--- src/rtl/systolic_pkg.sv ---
// Shared types and helpers for the systolic array output side.
package systolic_pkg;

   typedef enum logic [0:0] {
      IDLE   = 1'b0,
      STREAM = 1'b1
   } drain_state_t;

   // Wide enough to hold any intermediate requantized value before clamping.
   localparam int SAT_W = 128;

   function automatic int num_pe(input int n);
      return n * n;
   endfunction

   // Clamp a signed value to the range of a dw-bit signed integer.
   function automatic logic signed [SAT_W-1:0] sat_to_width(
      input logic signed [SAT_W-1:0] v,
      input int                      dw
   );
      logic signed [SAT_W-1:0] hi;
      logic signed [SAT_W-1:0] lo;
      hi = $signed((SAT_W'(1) << (dw - 1)) - SAT_W'(1));
      lo = ~hi;
      if (v > hi) return hi;
      else if (v < lo) return lo;
      else return v;
   endfunction

endpackage

--- src/rtl/acc_requant.sv ---
// Combinational requantizer: round-half-up arithmetic shift, then saturate.
module acc_requant
   import systolic_pkg::*;
#(
   parameter int DATA_WIDTH = 16,
   parameter int ACC_WIDTH  = 64,
   parameter int SHIFT_W    = 6
) (
   input  logic signed [ACC_WIDTH-1:0]  acc,
   input  logic        [SHIFT_W-1:0]    shift,
   output logic        [DATA_WIDTH-1:0] data
);

   // One extra bit so adding the rounding constant cannot overflow.
   localparam int EW = ACC_WIDTH + 1;

   logic        [31:0]   s;
   logic signed [EW-1:0] ext;
   logic signed [EW-1:0] half;
   logic signed [EW-1:0] sum;
   logic signed [EW-1:0] v;

   always_comb begin
      s = (32'(shift) > 32'(ACC_WIDTH - 1)) ? 32'(ACC_WIDTH - 1) : 32'(shift);
      ext = EW'(acc);
      half = '0;
      if (s != 32'd0) half = $signed(EW'(1) << (s - 32'd1));
      sum = ext + half;
      v = sum >>> s;
      data = DATA_WIDTH'(sat_to_width(SAT_W'(v), DATA_WIDTH));
   end

endmodule

--- src/rtl/acc_drain.sv ---
// Snapshots all PE accumulators on start and streams requantized results row-major.
module acc_drain
   import systolic_pkg::*;
#(
   parameter int N          = 4,
   parameter int DATA_WIDTH = 16,
   parameter int ACC_WIDTH  = 64,
   parameter int SHIFT_W    = 6
) (
   input  logic                      clk,
   input  logic                      rst,
   input  logic                      start_i,
   input  logic [N*N*ACC_WIDTH-1:0]  acc_i,
   input  logic [SHIFT_W-1:0]        shift_i,
   output logic                      busy_o,
   output logic                      done_o,
   output logic                      out_valid_o,
   input  logic                      out_ready_i,
   output logic [DATA_WIDTH-1:0]     out_data_o,
   output logic [$clog2(N)-1:0]      out_row_o,
   output logic [$clog2(N)-1:0]      out_col_o,
   output logic                      out_last_o
);

   localparam int NUM_PE = num_pe(N);
   localparam int IDX_W  = $clog2(NUM_PE);
   localparam int RC_W   = $clog2(N);

   drain_state_t                 state;
   logic        [IDX_W-1:0]      idx;
   logic        [ACC_WIDTH-1:0]  snap [NUM_PE];
   logic        [SHIFT_W-1:0]    shift_q;
   logic                         done_q;
   logic                         is_last;
   logic signed [ACC_WIDTH-1:0]  sel_acc;

   assign is_last = (idx == IDX_W'(NUM_PE - 1));

   // Stream handshake: a beat transfers on any clock edge where out_valid_o and
   // out_ready_i are both high; once valid rises it stays high, with the beat
   // unchanged, until that transfer happens.
   always_ff @(posedge clk) begin
      if (rst) begin
         state   <= IDLE;
         idx     <= '0;
         shift_q <= '0;
         done_q  <= 1'b0;
         for (int k = 0; k < NUM_PE; k++) snap[k] <= '0;
      end else begin
         done_q <= 1'b0;
         case (state)
            IDLE: begin
               if (start_i) begin
                  for (int k = 0; k < NUM_PE; k++)
                     snap[k] <= acc_i[k*ACC_WIDTH +: ACC_WIDTH];
                  shift_q <= shift_i;
                  idx     <= '0;
                  state   <= STREAM;
               end
            end
            STREAM: begin
               if (out_ready_i) begin
                  if (is_last) begin
                     state  <= IDLE;
                     idx    <= '0;
                     done_q <= 1'b1;
                  end else begin
                     idx <= idx + 1'b1;
                  end
               end
            end
            default: state <= IDLE;
         endcase
      end
   end

   // Every output below depends only on registered state.
   assign sel_acc     = $signed(snap[idx]);
   assign busy_o      = (state == STREAM);
   assign out_valid_o = (state == STREAM);
   assign done_o      = done_q;
   assign out_last_o  = (state == STREAM) && is_last;
   assign out_row_o   = RC_W'(32'(idx) / N);
   assign out_col_o   = RC_W'(32'(idx) % N);

   acc_requant #(
      .DATA_WIDTH (DATA_WIDTH),
      .ACC_WIDTH  (ACC_WIDTH),
      .SHIFT_W    (SHIFT_W)
   ) u_requant (
      .acc   (sel_acc),
      .shift (shift_q),
      .data  (out_data_o)
   );

endmodule

--- config.mk ---
export PLATFORM = sky130hd
export DESIGN_NAME = acc_drain
export DESIGN_NICKNAME = d
export VERILOG_FILES = /design/src/rtl/systolic_pkg.sv /design/src/rtl/acc_requant.sv /design/src/rtl/acc_drain.sv
export SDC_FILE = /design/constraint.sdc
export NUM_CORES = 2
export LEC_CHECK = 0
export ABC_CLOCK_PERIOD_IN_PS = 36000
export CORE_ASPECT_RATIO = 0.5
export CORE_MARGIN = 1
export CORE_UTILIZATION = 35
export CTS_BUF_LIST = sky130_fd_sc_hd__clkbuf_16
export CTS_CLUSTER_DIAMETER = 60
export DETAILED_ROUTE_END_ITERATION = 16
export PLACE_DENSITY = 0.67
export SETUP_SLACK_MARGIN = 0.4
export SYNTH_ARGS = -nofsm -noshare
export SYNTH_HDL_FRONTEND = slang
export SYNTH_SLANG_ARGS = --single-unit
--- constraint.sdc ---
create_clock -name clk -period 36 [get_ports clk]
set_input_delay 7.2 -clock clk [delete_from_list [all_inputs] [get_ports clk]]
set_output_delay 7.2 -clock clk [all_outputs]
set_load 0.02 [all_outputs]
==> results_dict.tcl <==
set metrics [dict create \
    drt_pass1_iterations 8 \
    rsz0062_at_grt "false" \
    relSlewSlack_pct 6.10 \
    clk_pin_slew_ns 0.07 \
    cts_tree "yes" \
    synth_cell_types 108 \
    hpwl_mm 208 \
    synth.cell_area_mm2 0.0578 \
    clk_latency_ns 0.71 \
    io_buffers 1057 \
    vias 45500 \
    start_util_pct 35.6 \
    die_h_um 289 \
    tightest_slew_ns 1.40 \
    synth.most_common_cell "edfxtp_1" \
    criticalPathCategory "flip-flop to output port" \
    fillers 14600 \
    critPathCaptureType "output port" \
    post_cts_buffers 0 \
    arrival_ns 12.67 \
    ys_ff_latch 1040 \
    synth_area_per_cell_um2 12.7 \
    syn-num-nets 5640 \
    setup_viol 0 \
    via_per_inst 5.85 \
    grt_pass1_vias 43900 \
    ios 1058 \
    worst-path-max-fanout 32 \
    synth_ff_type "edfxtp_1" \
    yosysSeqAreaShare_pct 53.8 \
    synth_warnings 0 \
    grt_usage_pct 30.6 \
    std_cell_rows 104 \
    drc 0 \
    die_area_mm2 0.167 \
    dr.first_iter.drc_count 6277 \
    ir_worst_vdd_mv 0.0507 \
    htree_levels 3 \
    p_leak_nw 26.1 \
    synth.top_cell.area_share_pct 53.2 \
    drv_slew 0 \
    core_area_mm2 0.162 \
    root_buffer "clkbuf_16" \
    fin_crit_sh_pct 55.2 \
    routedWlPerCell_um 33.9 \
    wl_mm 264 \
    fin_skew_ns 0.0550 \
    cts-resized-gates 0 \
    cts_buffer_depth 3 \
    nNetsFinal 6559 \
    synth.cells.most_frequent "edfxtp_1, and2_1, nor2b_1" \
    areaGrowthSynthToFinish_pct 28.1 \
    gp_congestion 1.05 \
    fmaxAchievable_mhz 50.3 \
    yosysTopAreaCell "edfxtp_1" \
    syn_inst 4538 \
    cap_viol_max_count 0 \
    overflow 0 \
    drive_above_1_share_pct 12.0 \
    grt_antenna_before_repair 82 \
    finalCriticalPeriod_ns 19.87 \
    synth-edff-count 1024 \
    postCtsHoldBufs 0 \
    grt_pass1_wl_mm 355 \
    ff_latch_area_mm2 0.0311 \
    cp-start-kind "flip-flop" \
    cp.required_ns 28.80 \
    p_per_area_mw_per_mm2 42.5 \
    hold_violations 0 \
    cts.sinks 1040 \
    synth_async_sr_flop_share_pct 0 \
    numCtsBuffers 100 \
    min_path_type "flip-flop to flip-flop" \
    fin_util_pct 45.6 \
    synthTopCellsByArea "edfxtp_1, mux4_2, and2_1" \
    die_x_um 577 \
    setup-tns-final_ns 0 \
    grt_max_degree 156 \
    status "complete, no violations" \
    multi_input_area_mm2 0.0253 \
    drtAntennaViolNets 0 \
]
state kept, by name, indices dropped and copies added, names as in the netlist, named ones only:
register / count
snap: 1024
busy_o: 1
shift_q: 6
done_o: 1
idx: 4
power by group:
part / switching, W / internal (W)
registers: 0.0000448 / 0.00143
logic: 0.000326 / 0.000253
clock network: 0.000508 / 0.000578
total: 0.000879 / 0.00227
worst max-delay path, stage by stage (launching register included):
cell             delay (ns)
dfxtp_4                0.86
buf_4                  0.66
buf_4                  0.53
buf_4                  0.61
mux4_2                 0.61
mux4_2                 0.56
ha_1                   0.71
a21oi_1                0.22
o21ai_0                0.76
a21oi_1                0.19
a311oi_1               0.99
o31a_1                 0.23
or3_1                  0.37
a31oi_1                0.17
a222oi_1               1.01
mux2i_1                0.31
o31ai_1                0.52
a21boi_0               0.26
nand4b_1               0.16
o41ai_1                0.38
a41oi_1                0.60
o31ai_1                0.41
clkdlybuf4s50_1        0.66
through the flow:
step	setup WS [ns]	hold slack, ns	cells	power [W]	area [um^2]
2_1_floorplan	7.12	0.618	4538	0.00182	57800
3_3_place_gp	16.84	0.565	7527	0.00206	70500
3_5_place_dp	17.25	0.570	7528	0.00206	70500
4_1_cts	16.39	0.585	7712	0.00314	73900
5_1_grt	15.67	0.627	7752	0.00323	74000
6_report	16.13	0.614	7775	0.00314	74000
layer usage:
| layer | track usage (%) | routed length [um] | vias to the layer above |
|---|---|---|---|
| li1 | - | - | 19200 |
| met1 | 45.4 | 117000 | 23500 |
| met2 | 44.6 | 115000 | 2410 |
| met3 | 7.45 | 25400 | 349 |
| met4 | 8.27 | 6580 | 24 |
| met5 | 0 | 157 | - |
worst paths after layout:
kind	start	endpoint	slack, ns	depth (start not counted)
max	flip-flop	out_data_o[11]	16.13	22
min	idx[2]$_SDFFE_PP0P_	flip-flop	0.61	2
max reg2reg	busy_o$_SDFF_PP0_	snap[1][12]$_SDFFCE_PN0P_	30.40	7
min reg2reg	idx[2]$_SDFFE_PP0P_	flip-flop	0.61	2
cell type report:
cell class / instances / share of cell area, %
clock buffer: 101 / 3.41
inverter: 30 / 0.164
antenna: 63 / 0.213
clock inverter: 83 / 1.07
multi-input combinational: 3140 / 34.2
sequential: 1040 / 42.0
timing repair buffer: 1145 / 15.2
tap: 2173 / 3.67
logic make-up (layout without fill, tap and decap cells):
group | after synthesis | in the layout | synth area share, %
buffers and inverters | 358 | 1359 | 2.43
flip-flops | 1040 | 1040 | 53.8
AO/OA/AOI/OAI | 756 | 756 | 9.08
XOR/XNOR | 39 | 39 | 0.637
AND/OR/NAND/NOR | 1844 | 1844 | 17.9
multiplexers | 433 | 433 | 14.7
adder cells (fa/ha/maj) | 68 | 68 | 1.49
other | 0 | 63 | 0
cells in the final DEF (no fill, tap or decap), types with 29 or more instances in the layout:
master / count
clkdlybuf4s50_1: 1056
edfxtp_1: 1024
and2_1: 657
nor2b_1: 391
mux4_2: 330
nor2_1: 244
nand2_1: 227
a21oi_1: 179
o21ai_0: 123
clkbuf_16: 101
mux2i_1: 84
buf_4: 84
nor3_1: 67
ha_1: 67
diode_2: 63
nand4_1: 63
nand3_1: 60
a211oi_1: 44
inv_1: 41
o211ai_1: 39
o21ai_1: 34
a21o_1: 29
Note: power is estimated with default switching activity, not from simulation.
